### src/rtl/axis_packet_fifo.sv
// axis_packet_fifo: first-word-fall-through AXI-stream FIFO that stores {last, data}.
// It can run cut-through, or store-and-forward, where only complete packets are
// presented to the consumer.
// Also reports word occupancy and the number of stored packet terminators.
module axis_packet_fifo #(
    parameter int DATA_WIDTH = 8,
    parameter int ADDR_WIDTH = 4,
    parameter int PKT_MODE   = 0
) (
    input  logic                  clk,
    input  logic                  reset,
    input  logic [DATA_WIDTH-1:0] s_data,
    input  logic                  s_valid,
    output logic                  s_ready,
    input  logic                  s_last,
    output logic [DATA_WIDTH-1:0] m_data,
    output logic                  m_valid,
    input  logic                  m_ready,
    output logic                  m_last,
    output logic [ADDR_WIDTH:0]   count,
    output logic [ADDR_WIDTH:0]   pkt_count
);

    localparam int DEPTH = 2 ** ADDR_WIDTH;
    localparam logic [ADDR_WIDTH:0]   DEPTH_C = (ADDR_WIDTH + 1)'(DEPTH);
    localparam logic [ADDR_WIDTH:0]   ONE_C   = (ADDR_WIDTH + 1)'(1);
    localparam logic [ADDR_WIDTH:0]   ZERO_C  = (ADDR_WIDTH + 1)'(0);
    localparam logic [ADDR_WIDTH-1:0] PTR1_C  = ADDR_WIDTH'(1);

    logic [DATA_WIDTH:0]   mem_r [DEPTH];
    logic [ADDR_WIDTH-1:0] wr_ptr_r;
    logic [ADDR_WIDTH-1:0] rd_ptr_r;
    logic [ADDR_WIDTH:0]   count_r;
    logic [ADDR_WIDTH:0]   pkt_count_r;
    logic                  active_r;   // low during reset, high from the first edge after release
    logic                  cut_r;      // oversize packet is draining cut-through (packet mode)

    logic full_s;
    logic wr_en_s;
    logic rd_en_s;
    logic head_last_s;
    logic m_valid_s;

    assign full_s      = (count_r == DEPTH_C);
    assign s_ready     = active_r & ~full_s;
    assign wr_en_s     = s_valid & s_ready;
    assign rd_en_s     = m_valid_s & m_ready;
    assign head_last_s = mem_r[rd_ptr_r][DATA_WIDTH];
    assign m_data      = mem_r[rd_ptr_r][DATA_WIDTH-1:0];
    assign m_last      = head_last_s;
    assign m_valid     = m_valid_s;
    assign count       = count_r;
    assign pkt_count   = pkt_count_r;

    // Decide whether the head word may be presented to the consumer.
    always_comb begin
        m_valid_s = 1'b0;
        if (count_r == ZERO_C) begin
            m_valid_s = 1'b0;
        end else if (PKT_MODE == 0) begin
            m_valid_s = 1'b1;
        end else begin
            // A full FIFO with no terminator would deadlock, so it starts a
            // sticky cut-through drain that lasts until that packet's last is read.
            m_valid_s = (pkt_count_r != ZERO_C) | full_s | cut_r;
        end
    end

    // Storage array; contents need no reset because the pointers define validity.
    always_ff @(posedge clk) begin
        if (wr_en_s) begin
            mem_r[wr_ptr_r] <= {s_last, s_data};
        end
    end

    // Pointers, occupancy, packet count and control flags.
    always_ff @(posedge clk or posedge reset) begin
        if (reset) begin
            wr_ptr_r    <= '0;
            rd_ptr_r    <= '0;
            count_r     <= '0;
            pkt_count_r <= '0;
            active_r    <= 1'b0;
            cut_r       <= 1'b0;
        end else begin
            active_r <= 1'b1;
            if (wr_en_s) begin
                wr_ptr_r <= wr_ptr_r + PTR1_C;
            end
            if (rd_en_s) begin
                rd_ptr_r <= rd_ptr_r + PTR1_C;
            end
            case ({wr_en_s, rd_en_s})
                2'b10:   count_r <= count_r + ONE_C;
                2'b01:   count_r <= count_r - ONE_C;
                default: count_r <= count_r;
            endcase
            case ({wr_en_s & s_last, rd_en_s & head_last_s})
                2'b10:   pkt_count_r <= pkt_count_r + ONE_C;
                2'b01:   pkt_count_r <= pkt_count_r - ONE_C;
                default: pkt_count_r <= pkt_count_r;
            endcase
            if (PKT_MODE != 0) begin
                if (rd_en_s & head_last_s) begin
                    cut_r <= 1'b0;
                end else if (full_s) begin
                    cut_r <= 1'b1;
                end
            end
        end
    end

endmodule

### config.mk
export PLATFORM = sky130hd
export DESIGN_NAME = axis_packet_fifo
export DESIGN_NICKNAME = d
export VERILOG_FILES = /design/src/rtl/axis_packet_fifo.sv
export SDC_FILE = /design/constraint.sdc
export NUM_CORES = 1
export LEC_CHECK = 0
export ABC_AREA = 1
export BUFFER_PORTS_ARGS = -buffer_cell sky130_fd_sc_hd__buf_2
export CORE_ASPECT_RATIO = 0.8
export CORE_MARGIN = 5
export CORE_UTILIZATION = 40
export CTS_BUF_LIST = sky130_fd_sc_hd__clkbuf_4 sky130_fd_sc_hd__clkbuf_8
export CTS_CLUSTER_DIAMETER = 200
export DETAILED_ROUTE_END_ITERATION = 16
export PLACE_DENSITY_LB_ADDON = 0.05
export SKIP_LAST_GASP = 1
export SYNTH_ARGS = -nofsm -noshare
export SYNTH_HDL_FRONTEND = slang
export SYNTH_SLANG_ARGS = --single-unit
### constraint.sdc
create_clock -name clk -period 7.52 [get_ports clk]
set_clock_uncertainty 0.1 [all_clocks]
set_input_delay 0.376 -clock clk [delete_from_list [all_inputs] [get_ports clk]]
set_output_delay 0.376 -clock clk [all_outputs]
set_load 0.03 [all_outputs]
==> run summary, run 1 <==
## Logic synthesis
- 7040 um^2 — area of the mapped netlist
- 163 — count of state elements after synthesis
- sky130_fd_sc_hd__edfxtp_1 — post-synth top area cell
- 0 — count of warnings emitted by yosys
- 31 — post-synthesis cell type count
- 618 — Post-Synthesis Net Count
- 590 — cells after synthesis
- sky130_fd_sc_hd__edfxtp_1 61%, sky130_fd_sc_hd__dfrtp_1 6.8%, sky130_fd_sc_hd__nor2_1 4.6% — Synth area leaders
- 11.9 um^2 — average cell area after synthesis
- 61.4% — top-area cell type share of the netlist area
- 68.2% — fraction of the yosys area taken by sequential cells

## Power
- 381 nW/um^2 — power density over the cells
- 39.6% — sequential fraction of design power
- 1260 uW — net load switching power
- 0.00282 uW — leakage dissipation
- 1660 uW — Internal Power
- 0.205 mV — maximum vdd drop
- 40.2% — combinational share of power
- 2920 uW — total power of the final layout
- 20.2% — relative contribution of the clock network to total power
- 43.1% — net switching share of the total power

## Routing
- 0 — antenna violation net count after detailed routing
- 18.6 um — wire length per cell after detailed routing
- 383 — drt initial violations
- 4356 — total vias in the final route
- 5.11 — post-detailed-route via-to-cell ratio
- 15.9 mm — Routed Wire Length
- 0 — post-route DRC violation count
- 5 — First-pass DRT Iterations

## STA
- 3.99 ns — Period minus WS final
- 53.1% — fin crit share
- 0 ns — Setup TNS
- 3.53 ns — crit path setup slack, layout
- 1.11 ns — Tightest Pin Transition
- 251 MHz — maximum clock rate
- false — setup repair after global routing missed its margin
- 0.162 ns — Hold WS
- 25.9% — max_slew headroom
- 0 — number of setup violations in the final report
- 0 — final-report hold violation count
- 0 — count of pins over their slew limit

## Global routing
- 4213 — number of global-route vias before repair
- 25.0 mm — wire length of the first global-routing pass
- 0 — antenna violations before repair
- 16.6% — global routing usage summed across all routing layers
- 91 — maximum number of pins on one net before global-route repair
- 0 — final global-route overflow total

## Cells and area
- 13.9% — share of post-route cells with drive strength above 1
- 853 — post-layout instance count excluding filler cells
- 0 — Antenna Cells
- 643 — net count of the finished layout
- 1850 um^2 — total area of multi-input combinational cells
- 8.97% — Area growth, synth to finish
- 1647 — layout filler cell count
- 4800 um^2 — FF/Latch Area

## Clocking
- 4 — level count of the clock H-tree
- 163 — number of sinks driven by the clock tree
- yes — clock tree from TritonCTS
- 2 — maximum buffer depth of the clock tree
- 0.09 ns — clock transition at the register clock pins on the worst setup and hold paths after CTS
- 0.45 ns — latest clock arrival within the worst-skew pair
- sky130_fd_sc_hd__clkbuf_8 — Root Buffer Master
- 17 — number of buffers created by CTS

## Worst setup path
- flip-flop — type of element capturing the critical path
- flip-flop — startpoint kind of the worst setup timing path
- 7.78 ns — required time at the worst-slack endpoint
- reg -> reg — startpoint-to-endpoint class of the critical path
- 90 — critical-path maximum fanout
- 4.25 ns — data arrival time of the critical path
- 3.53 ns — worst-case register-to-register setup slack

## Floorplan
- 17300 um^2 — core area
- 20400 um^2 — Die Outline Area
- 43 — standard-cell rows
- 40.6% — effective utilization at floorplan
- 158 um — floorplan die width
- 34 — Boundary Pins
- 129 um — Die Y

## Place
- 3.54 ns — Setup WS pre-CTS
- 820 — Inst Count DP
- 0.795 — routability congestion estimate
- 33 — total of buffers placed on input and output ports
- 9.53 mm — estimated wirelength of the detail-placed design

## Hold path
- in -> reg — worst min-delay path class

## Status
- complete, no violations — outcome

## Flow run
- 0 — number of maximum-capacitance violations

==> synth_stat cells, drive strengths merged <==
cell	count
o211ai	32
ha	13
conb	1
fa	2
nand2	71
nand3	34
xor2	8
buf	25
or2	1
clkinv	1
xnor2	4
dfrtp	19
clkbuf	5
nor2	87
a21oi	18
edfxtp	144
o21ai	71
nand4	2
inv	51
o22ai	1
==> cell families after synthesis <==
| group | count (synthesis) | synth area share [%] |
|---|---|---|
| flip-flops | 163 | 68.2 |
| other | 1 | 0.0533 |
| AND/OR/NAND/NOR | 195 | 11.3 |
| buffers and inverters | 82 | 5.63 |
| adder cells (fa/ha/maj) | 15 | 2.88 |
| XOR/XNOR | 12 | 1.49 |
| AO/OA/AOI/OAI | 122 | 10.5 |
==> registers in the layout, indices dropped and copies added (netlist names) <==
| name | count |
|---|---|
| active_r | 1 |
| count | 5 |
| mem_r | 144 |
| pkt_count | 5 |
| rd_ptr_r | 4 |
| wr_ptr_r | 4 |
==> final cells by class <==
type	instances	area share [%]
Clock buffer	17	3.05
Tap cell	225	3.67
Multi-Input combinational cell	345	24.1
Clock inverter	15	1.63
Sequential cell	163	62.6
Inverter	52	2.54
Timing Repair Buffer	36	2.48
==> path summary, 6_finish.rpt <==
kind	endpoint	from	cells after the start
worst min-delay path	wr_ptr_r[0]$_DFFE_PP0P_	s_valid	3
worst max-delay path	pkt_count[4]$_DFFE_PP0P_	rd_ptr_r[0]$_DFFE_PP0P_	17
worst min register to register	pkt_count[3]$_DFFE_PP0P_	pkt_count[3]$_DFFE_PP0P_	2
max in group asynchronous	rd_ptr_r[0]$_DFFE_PP0P_	reset	3
min in group asynchronous	pkt_count[4]$_DFFE_PP0P_	reset	3
worst max register to register	pkt_count[4]$_DFFE_PP0P_	rd_ptr_r[0]$_DFFE_PP0P_	17
==> per-stage QoR <==
step	utilization [%]	cell area, um^2
4_1_cts	44.3	7670
2_1_floorplan	-	7040
5_1_grt	44.3	7670
6_report	44.3	7670
3_5_place_dp	42.2	7300
3_3_place_gp	42.2	7300
==> worst max-delay path, cell delays in order, from the launching register on <==
cell                      delay (ns)
sky130_fd_sc_hd__dfrtp_2        0.35
sky130_fd_sc_hd__buf_4          0.70
sky130_fd_sc_hd__inv_2          0.67
sky130_fd_sc_hd__nand2_1        0.19
sky130_fd_sc_hd__nand3_1        0.08
sky130_fd_sc_hd__nand3_1        0.09
sky130_fd_sc_hd__nand3_1        0.16
sky130_fd_sc_hd__a21oi_1        0.20
sky130_fd_sc_hd__ha_1           0.28
sky130_fd_sc_hd__inv_1          0.08
sky130_fd_sc_hd__fa_1           0.36
sky130_fd_sc_hd__inv_1          0.08
sky130_fd_sc_hd__nand2_1        0.07
sky130_fd_sc_hd__nand2_1        0.06
sky130_fd_sc_hd__a21oi_1        0.07
sky130_fd_sc_hd__xor2_1         0.14
sky130_fd_sc_hd__nand2_1        0.06
sky130_fd_sc_hd__nand2_1        0.04
==> power by group through the flow <==
stage | registers [uW] | clock network (uW) | logic [uW]
2_1_floorplan | 1190 | 0 | 888
3_3_place_gp | 1180 | 0 | 1180
6_report | 1160 | 590 | 1180
5_1_grt | 1170 | 642 | 1330
3_5_place_dp | 1180 | 0 | 1190
4_1_cts | 1160 | 605 | 1190
==> placed cells by master (no fill, tap or decap) <==
master and count:
sky130_fd_sc_hd__a21oi_1 8, sky130_fd_sc_hd__o211ai_1 30, sky130_fd_sc_hd__nand3_2 1, sky130_fd_sc_hd__inv_2 2
sky130_fd_sc_hd__xnor2_1 4, sky130_fd_sc_hd__nor2_1 87, sky130_fd_sc_hd__a21oi_2 10, sky130_fd_sc_hd__conb_1 1
sky130_fd_sc_hd__ha_1 13, sky130_fd_sc_hd__buf_2 33, sky130_fd_sc_hd__xor2_1 8, sky130_fd_sc_hd__clkinv_1 2
sky130_fd_sc_hd__nand4_1 2, sky130_fd_sc_hd__inv_1 49, sky130_fd_sc_hd__buf_4 2, sky130_fd_sc_hd__fa_1 2
sky130_fd_sc_hd__nand3_1 33, sky130_fd_sc_hd__dlygate4sd3_1 1, sky130_fd_sc_hd__o21ai_1 11, sky130_fd_sc_hd__clkinvlp_4 3
sky130_fd_sc_hd__nand2_1 68, sky130_fd_sc_hd__edfxtp_1 144, sky130_fd_sc_hd__clkinv_4 5, sky130_fd_sc_hd__clkbuf_8 17
sky130_fd_sc_hd__dfrtp_1 17, sky130_fd_sc_hd__o21ai_0 60, sky130_fd_sc_hd__inv_8 1, sky130_fd_sc_hd__dfrtp_2 2
sky130_fd_sc_hd__o22ai_1 1, sky130_fd_sc_hd__o211ai_2 2, sky130_fd_sc_hd__inv_6 5, sky130_fd_sc_hd__or2_2 1
sky130_fd_sc_hd__nand2_2 3
==> layer usage <==
| metal | part of all wire [%] | global-route usage (%) |
|---|---|---|
| met1 | 49 | 24.8 |
| met2 | 45 | 24.4 |
| met3 | 4.7 | 3.83 |
| met4 | 1.2 | 4.66 |
| met5 | 0 | 0 |
==> repair_timing <==
action	CTS	global route
hold buffers	1	0
endpoints found under the setup margin	0	0
setup buffers	0	0
resized for setup	0	0
hold endpoints to repair	19	0
(Power assumes the default switching activity.)
==> run 2, diff against run 1 <==
--- a/config.mk
+++ b/config.mk
@@ -5,7 +5,7 @@
 export SDC_FILE = /design/constraint.sdc
 export NUM_CORES = 1
 export LEC_CHECK = 0
-export ABC_AREA = 1
+export ABC_AREA = 0
 export BUFFER_PORTS_ARGS = -buffer_cell sky130_fd_sc_hd__buf_2
 export CORE_ASPECT_RATIO = 0.8
 export CORE_MARGIN = 5
==> constraint.sdc (replaced) <==
create_clock -name clk -period 4 [get_ports clk]
set_clock_uncertainty 0.1 [all_clocks]
set_input_delay 0.2 -clock clk [delete_from_list [all_inputs] [get_ports clk]]
set_output_delay 0.2 -clock clk [all_outputs]
set_load 0.03 [all_outputs]
==> run summary, run 2 <==
## Routing
- 4 — First-pass DRT Iterations, was 5
- 14.2 mm — Routed Wire Length, was 15.9 mm
- 0 — antenna violation net count after detailed routing, unchanged
- 5.15 — post-detailed-route via-to-cell ratio, was 5.11
- 310 — drt initial violations, was 383
- 21.8 um — wire length per cell after detailed routing, was 18.6 um
- 0 — post-route DRC violation count, unchanged
- 3359 — total vias in the final route, was 4356

## Clocking
- 2 — maximum buffer depth of the clock tree, unchanged
- 163 — number of sinks driven by the clock tree, unchanged
- 0.44 ns — latest clock arrival within the worst-skew pair, was 0.45 ns
- 4 — level count of the clock H-tree, unchanged
- yes — clock tree from TritonCTS, unchanged
- 17 — number of buffers created by CTS, unchanged
- sky130_fd_sc_hd__clkbuf_8 — Root Buffer Master, unchanged
- 0.09 ns — clock transition at the register clock pins on the worst setup and hold paths after CTS, about the same
- 0 — number of gates resized after cts, unchanged

## Place
- 33 — total of buffers placed on input and output ports, unchanged
- 8.97 mm — estimated wirelength of the detail-placed design, was 9.53 mm
- 0.738 — routability congestion estimate, was 0.795

## Global routing
- 0 — final global-route overflow total, unchanged
- 3468 — number of global-route vias before repair, was 4213
- 15.4% — global routing usage summed across all routing layers, was 16.6%
- 0 — antenna violations before repair, unchanged
- 22.0 mm — wire length of the first global-routing pass, was 25.0 mm
- 30 — maximum number of pins on one net before global-route repair, was 91

## STA
- 0.848 ns — Tightest Pin Transition, was 1.11 ns
- 0 — number of setup violations in the final report, unchanged
- 0 ns — Setup TNS, unchanged
- false — setup repair after global routing missed its margin, unchanged
- 3.34 ns — Period minus WS final, was 3.99 ns
- 0.0351 ns — Hold WS, was 0.162 ns
- 300 MHz — maximum clock rate, was 251 MHz
- 0 — final-report hold violation count, unchanged
- 43.3% — max_slew headroom, was 25.9%
- 83.4% — fin crit share, was 53.1%
- 0 — count of pins over their slew limit, unchanged

## Cells and area
- 446 — net count of the finished layout, was 643
- sky130_fd_sc_hd__edfxtp_1 — leading cell type in the layout, fill and taps excluded, unchanged
- 144 — Largest register FFs, unchanged
- 4800 um^2 — FF/Latch Area, about the same
- 144 x sky130_fd_sc_hd__edfxtp_1, 33 x sky130_fd_sc_hd__buf_2, 28 x sky130_fd_sc_hd__mux4_2 — top library cells by usage in the layout, fill and taps aside, was 144 x sky130_fd_sc_hd__edfxtp_1, 87 x sky130_fd_sc_hd__nor2_1, 68 x sky130_fd_sc_hd__nand2_1
- 12.9% — Area growth, synth to finish, was 8.97%
- 1780 um^2 — total area of multi-input combinational cells, was 1850 um^2
- 1433 — layout filler cell count, was 1647
- 27.4% — share of post-route cells with drive strength above 1, was 13.9%
- mem_r — register ranked first by flip-flop count, unchanged

## Logic synthesis
- 71.0% — fraction of the yosys area taken by sequential cells, was 68.2%
- 11.7% — proportion of register bits with asynchronous set or reset after synthesis, unchanged
- 363 — cells after synthesis, was 590
- sky130_fd_sc_hd__edfxtp_1 — post-synth top area cell, unchanged
- 6760 um^2 — area of the mapped netlist, was 7040 um^2
- sky130_fd_sc_hd__edfxtp_1 64%, sky130_fd_sc_hd__mux4_2 9.3%, sky130_fd_sc_hd__dfrtp_1 7.0% — Synth area leaders, was sky130_fd_sc_hd__edfxtp_1 61%, sky130_fd_sc_hd__dfrtp_1 6.8%, sky130_fd_sc_hd__nor2_1 4.6%
- 391 — Post-Synthesis Net Count, was 618
- 18.6 um^2 — average cell area after synthesis, was 11.9 um^2
- 144 — number of synthesized flops with an enable pin, unchanged
- sky130_fd_sc_hd__edfxtp_1 — leading register cell type out of synthesis, unchanged
- 163 — count of state elements after synthesis, unchanged
- sky130_fd_sc_hd__edfxtp_1 — top-count cell post-synth, unchanged
- 0 — count of warnings emitted by yosys, unchanged
- 64.0% — top-area cell type share of the netlist area, was 61.4%
- 43 — post-synthesis cell type count, was 31
- 144 x sky130_fd_sc_hd__edfxtp_1, 28 x sky130_fd_sc_hd__mux4_2, 23 x sky130_fd_sc_hd__nand2_1 — top cells by instance count after synthesis, was 144 x sky130_fd_sc_hd__edfxtp_1, 87 x sky130_fd_sc_hd__nor2_1, 68 x sky130_fd_sc_hd__nand2_1

## Worst setup path
- 3.55 ns — data arrival time of the critical path, was 4.25 ns
- reg -> reg — startpoint-to-endpoint class of the critical path, unchanged
- 10 — critical-path maximum fanout, was 90
- flip-flop — startpoint kind of the worst setup timing path, unchanged
- 0.66 ns — worst-case register-to-register setup slack, was 3.53 ns
- pkt_count[4]$_DFFE_PP0P_ — endpoint of the lowest-slack register-to-register path, unchanged
- 4.21 ns — required time at the worst-slack endpoint, was 7.78 ns
- 10 — R2R cell count, was 17
- rd_ptr_r[2]$_DFFE_PP0P_ — start of the worst register-to-register path, was rd_ptr_r[0]$_DFFE_PP0P_
- flip-flop — type of element capturing the critical path, unchanged
- rd_ptr_r[2]$_DFFE_PP0P_ — launching element of the worst setup path, was rd_ptr_r[0]$_DFFE_PP0P_

## Power
- 0.00266 uW — leakage dissipation, was 0.00282 uW
- 0.270 mV — maximum vdd drop, was 0.205 mV
- 22.4% — relative contribution of the clock network to total power, was 20.2%
- 1950 uW — net load switching power, was 1260 uW
- 3380 uW — Internal Power, was 1660 uW
- 36.1% — combinational share of power, was 40.2%
- 41.5% — sequential fraction of design power, was 39.6%
- 699 nW/um^2 — power density over the cells, was 381 nW/um^2
- 36.5% — net switching share of the total power, was 43.1%

## Hold path
- mem_r[9][1]$_DFFE_PP_ — worst hold endpoint, was wr_ptr_r[0]$_DFFE_PP0P_
- s_data[1] — startpoint of the lowest-slack hold path, was s_valid
- 1 — Min-Delay Path Depth, was 3
- in -> reg — worst min-delay path class, unchanged

## Floorplan
- 16600 um^2 — core area, was 17300 um^2
- 40.8% — effective utilization at floorplan, was 40.6%
- 42 — standard-cell rows, was 43
- 126 um — Die Y, was 129 um
- 34 — Boundary Pins, unchanged
- 155 um — floorplan die width, was 158 um
- 19600 um^2 — Die Outline Area, was 20400 um^2

## Flow run
- 0 — number of maximum-capacitance violations, unchanged

## Status
- complete, no violations — outcome, unchanged

## run 2: kinds of logic after synthesis
family | Yosys count | share of synthesized area (%)
AOI/OAI and AO/OA | 42 | 4.61
xor gates and xnor gates | 12 | 1.55
adders and majority gates | 15 | 3.00
buffers and inverters | 32 | 2.59
DFF | 163 | 71.0
muxes | 40 | 13.1
other | 1 | 0.0555
and+or+nand+nor | 58 | 4.07
## run 2: worst max path at each step
stage                               end  slack (ns)  cells past startpoint
2_1_floorplan  pkt_count[4]$_DFFE_PP0P_        0.94                     10
3_3_place_gp   pkt_count[4]$_DFFE_PP0P_        0.74                     10
3_5_place_dp   pkt_count[4]$_DFFE_PP0P_        0.67                     10
4_1_cts        pkt_count[4]$_DFFE_PP0P_        0.66                     10
5_1_grt        pkt_count[4]$_DFFE_PP0P_        0.40                     10
6_report       pkt_count[4]$_DFFE_PP0P_        0.66                     10
## run 2: repair_timing
action,in CTS,in global routing
setup buffers,0,0
hold endpoints to repair,19,0
hold buffers,1,0
## run 2: metal layers
layer	up-vias	share of wire (%)	GRT usage [%]
met5	-	0	0
met4	0	1.0	4.37
met3	10	5.3	3.88
met2	67	45	21.6
met1	1736	48	23.7
li1	1546	-	-
## run 2: final cells by class
type	count	area share [%]
Antenna cell	1	0.0328
Clock buffer	18	3.17
Clock inverter	14	1.97
Inverter	15	0.738
Multi-Input combinational cell	168	23.4
Sequential cell	163	62.9
Tap cell	220	3.61
Timing Repair Buffer	53	4.17
## run 2: stage by stage
stage               cells  utilization [%]  setup WS [ns]  power (uW)  cell area (um^2)
finish                652             46.1          0.663        5330              7630
global route          651             46.1          0.404        5650              7630
CTS                   651             46.1          0.664        5400              7630
detailed placement    618             43.6          0.673        4200              7220
global placement      618             43.6          0.741        4190              7220
floorplan             363                -          0.943        3720              6760
## run 2: power by group through the flow
stage	registers, uW	logic [uW]	clock network [uW]
CTS	2210	1960	1230
global route	2240	2120	1300
floorplan	2250	1470	0
finish	2210	1930	1190
global placement	2240	1940	0
detailed placement	2250	1950	0
## run 2: worst max-delay path, cell delays in order, from the launching register on
cell and delay (ns):
sky130_fd_sc_hd__dfrtp_1 0.59, sky130_fd_sc_hd__mux4_2 0.54, sky130_fd_sc_hd__nor2b_1 0.15, sky130_fd_sc_hd__a211oi_2 0.25, sky130_fd_sc_hd__a211oi_1 0.08, sky130_fd_sc_hd__ha_1 0.30, sky130_fd_sc_hd__ha_1 0.34, sky130_fd_sc_hd__nor2b_1 0.16
sky130_fd_sc_hd__o21a_1 0.19, sky130_fd_sc_hd__o311ai_0 0.34, sky130_fd_sc_hd__o311ai_1 0.15
==> run 3, diff against run 2 <==
--- a/config.mk
+++ b/config.mk
@@ -5,7 +5,7 @@
 export SDC_FILE = /design/constraint.sdc
 export NUM_CORES = 1
 export LEC_CHECK = 0
-export ABC_AREA = 0
+export ABC_AREA = 1
 export BUFFER_PORTS_ARGS = -buffer_cell sky130_fd_sc_hd__buf_2
 export CORE_ASPECT_RATIO = 0.8
 export CORE_MARGIN = 5
==> constraint.sdc (replaced) <==
create_clock -name clk -period 3.5 [get_ports clk]
set_clock_uncertainty 0.1 [all_clocks]
set_input_delay 0.175 -clock clk [delete_from_list [all_inputs] [get_ports clk]]
set_output_delay 0.175 -clock clk [all_outputs]
set_load 0.03 [all_outputs]
==> run summary, run 3 (synthesized netlist as in run 1, its figures left out) <==
## Status
- complete, no violations — outcome, unchanged

## Worst setup path
- inv_1 -> nand3_1 -> a21oi_1 -> ha_1 -> inv_1 -> fa_1 -> inv_1 -> nand2_1 -> nand2_1 -> a21oi_1 -> xor2_1 -> nand2_1 -> nand2_1 — chain of cells forming the critical path, was mux4_2 -> nor2b_1 -> a211oi_2 -> a211oi_1 -> ha_1 -> ha_1 -> nor2b_1 -> o21a_1 -> o311ai_0 -> o311ai_1
- reg -> reg — startpoint-to-endpoint class of the critical path, unchanged
- sky130_fd_sc_hd__nand2_1 — Crit path top cell by count
- pkt_count[4]$_DFFE_PP0P_ — endpoint of the lowest-slack register-to-register path, unchanged
- rd_ptr_r[3]$_DFFE_PP0P_ — start of the worst register-to-register path, was rd_ptr_r[2]$_DFFE_PP0P_
- flip-flop — type of element capturing the critical path, unchanged
- sky130_fd_sc_hd__dfrtp_1 — cell with the biggest individual delay on the critical path, unchanged
- flip-flop — startpoint kind of the worst setup timing path, unchanged
- rd_ptr_r[3]$_DFFE_PP0P_ — launching element of the worst setup path, was rd_ptr_r[2]$_DFFE_PP0P_
- 0.52 ns — worst-case register-to-register setup slack, was 0.66 ns
- 11 — critical-path maximum fanout, was 10
- 3.24 ns — data arrival time of the critical path, was 3.55 ns
- 13 — R2R cell count, was 10
- 0.55 ns — slowest cell delay on critical path, was 0.59 ns
- 3.76 ns — required time at the worst-slack endpoint, was 4.21 ns

## Cells and area
- sky130_fd_sc_hd__edfxtp_1 — leading cell type in the layout, fill and taps excluded, unchanged
- 144 x sky130_fd_sc_hd__edfxtp_1, 87 x sky130_fd_sc_hd__nor2_1, 68 x sky130_fd_sc_hd__nand2_1 — top library cells by usage in the layout, fill and taps aside, was 144 x sky130_fd_sc_hd__edfxtp_1, 33 x sky130_fd_sc_hd__buf_2, 28 x sky130_fd_sc_hd__mux4_2
- 669 — net count of the finished layout, was 446
- mem_r — register ranked first by flip-flop count, unchanged
- 7910 um^2 — Design Area, Final, was 7630 um^2
- 12.4% — Area growth, synth to finish, was 12.9%
- 144 — Largest register FFs, unchanged
- 0 — Antenna Cells, was 1
- 16.1% — share of post-route cells with drive strength above 1, was 27.4%

## Routing
- 4 — First-pass DRT Iterations, unchanged
- 18.6 um — wire length per cell after detailed routing, was 21.8 um
- 0 — antenna violation net count after detailed routing, unchanged
- 16.4 mm — Routed Wire Length, was 14.2 mm
- 4370 — total vias in the final route, was 3359
- 312 — drt initial violations, was 310
- 0 — post-route DRC violation count, unchanged
- 4.97 — post-detailed-route via-to-cell ratio, was 5.15

## Power
- 0.388 mV — maximum vdd drop, was 0.270 mV
- 6410 uW — total power of the final layout, was 5330 uW
- 0.00296 uW — leakage dissipation, was 0.00266 uW
- 810 nW/um^2 — power density over the cells, was 699 nW/um^2

## Clocking
- 0.45 ns — latest clock arrival within the worst-skew pair, was 0.44 ns
- yes — clock tree from TritonCTS, unchanged
- 4 — level count of the clock H-tree, unchanged
- 2 — maximum buffer depth of the clock tree, unchanged
- 163 — number of sinks driven by the clock tree, unchanged
- 17 — number of buffers created by CTS, unchanged
- sky130_fd_sc_hd__clkbuf_8 — Root Buffer Master, unchanged
- 0 — number of buffers inserted by post-CTS setup repair, unchanged
- 0.09 ns — clock transition at the register clock pins on the worst setup and hold paths after CTS, about the same

## STA
- 0 ns — Setup TNS, unchanged
- 0.967 ns — Tightest Pin Transition, was 0.848 ns
- 0 — final-report hold violation count, unchanged
- 35.3% — max_slew headroom, was 43.3%
- 0 — count of pins over their slew limit, unchanged
- 85.1% — fin crit share, was 83.4%
- 336 MHz — maximum clock rate, was 300 MHz
- 2.98 ns — Period minus WS final, was 3.34 ns
- 0 — number of setup violations in the final report, unchanged
- 0.0388 ns — Hold WS, was 0.0351 ns
- false — setup repair after global routing missed its margin, unchanged

## Floorplan
- 17300 um^2 — core area, was 16600 um^2
- 158 um — floorplan die width, was 155 um
- 40.6% — effective utilization at floorplan, was 40.8%
- 129 um — Die Y, was 126 um
- 20400 um^2 — Die Outline Area, was 19600 um^2
- 43 — standard-cell rows, was 42
- 34 — Boundary Pins, unchanged

## Place
- 10.2 mm — estimated wirelength of the detail-placed design, was 8.97 mm
- 0.849 — routability congestion estimate, was 0.738
- 33 — total of buffers placed on input and output ports, unchanged
- 7440 um^2 — area after detailed placement, was 7220 um^2

## Hold path
- in -> reg — worst min-delay path class, unchanged
- s_data[3] — startpoint of the lowest-slack hold path, was s_data[1]
- 1 — Min-Delay Path Depth, unchanged
- mem_r[10][3]$_DFFE_PP_ — worst hold endpoint, was mem_r[9][1]$_DFFE_PP_

## Global routing
- 17.1% — global routing usage summed across all routing layers, was 15.4%
- 4352 — number of global-route vias before repair, was 3468
- 25.8 mm — wire length of the first global-routing pass, was 22.0 mm
- 0 — final global-route overflow total, unchanged
- 57 — maximum number of pins on one net before global-route repair, was 30
- 0 — antenna violations before repair, unchanged

## Flow run
- 0 — number of maximum-capacitance violations, unchanged

run 3: cell types whose count changed in the layout (fill, tap and decap cells not counted), sizes merged, moves of 6 or more:
cell         delta
nor2           +72
o21ai          +64
nand2          +48
inv            +37
mux4           -36
nand3          +34
o211ai         +30
a22oi          -16
a21oi          +14
dlygate4sd3     +8
nor3            -6
run 3: final cells by class:
cell class                      count  area [um^2]
Multi-Input combinational cell    345         1850
Clock inverter                     15          149
Tap cell                          225          282
Fill cell                        1623         9410
Sequential cell                   163         4800
Inverter                           52          195
Clock buffer                       17          234
Timing Repair Buffer               62          405
run 3: worst max-delay path by stage:
stage / endpoint / slack [ns] / cells after the start
floorplan: count[3]$_DFFE_PP0P_ / 0.79 / 11
finish: pkt_count[4]$_DFFE_PP0P_ / 0.52 / 13
global route: pkt_count[4]$_DFFE_PP0P_ / 0.30 / 13
detailed placement: pkt_count[4]$_DFFE_PP0P_ / 0.56 / 15
global placement: pkt_count[4]$_DFFE_PP0P_ / 0.60 / 15
CTS: pkt_count[4]$_DFFE_PP0P_ / 0.54 / 13
run 3: layer usage:
layer  part of all wire [%]  global-route usage [%]
met4                   0.93                    4.51
met3                    4.5                    4.24
met5                      0                       0
met2                     45                    25.7
met1                     50                    25.0
run 3: power breakdown:
group	internal [uW]	switching [uW]
registers	2310	174
clock network	584	756
logic	799	1790
run 3: critical path, delay by kind of cell, from the launching register on:
kind / cells / cell delay [ns]
AO/OA/AOI/OAI: 2 / 0.40
XOR/XNOR: 1 / 0.15
adder cells (fa/ha/maj): 2 / 0.68
buffers and inverters: 3 / 0.56
flip-flops: 1 / 0.55
AND/OR/NAND/NOR: 5 / 0.44
run 3: metrics by stage:
stage	instances	worst slack (ns)	utilization, %
2_1_floorplan	590	0.793	-
3_3_place_gp	838	0.603	42.9
3_5_place_dp	838	0.564	42.9
4_1_cts	879	0.538	45.7
5_1_grt	879	0.296	45.7
6_report	879	0.520	45.7
run 3: repair_timing:
item,CTS,global route
resized for setup,0,0
hold buffers,9,0
endpoints found under the hold margin,95,0
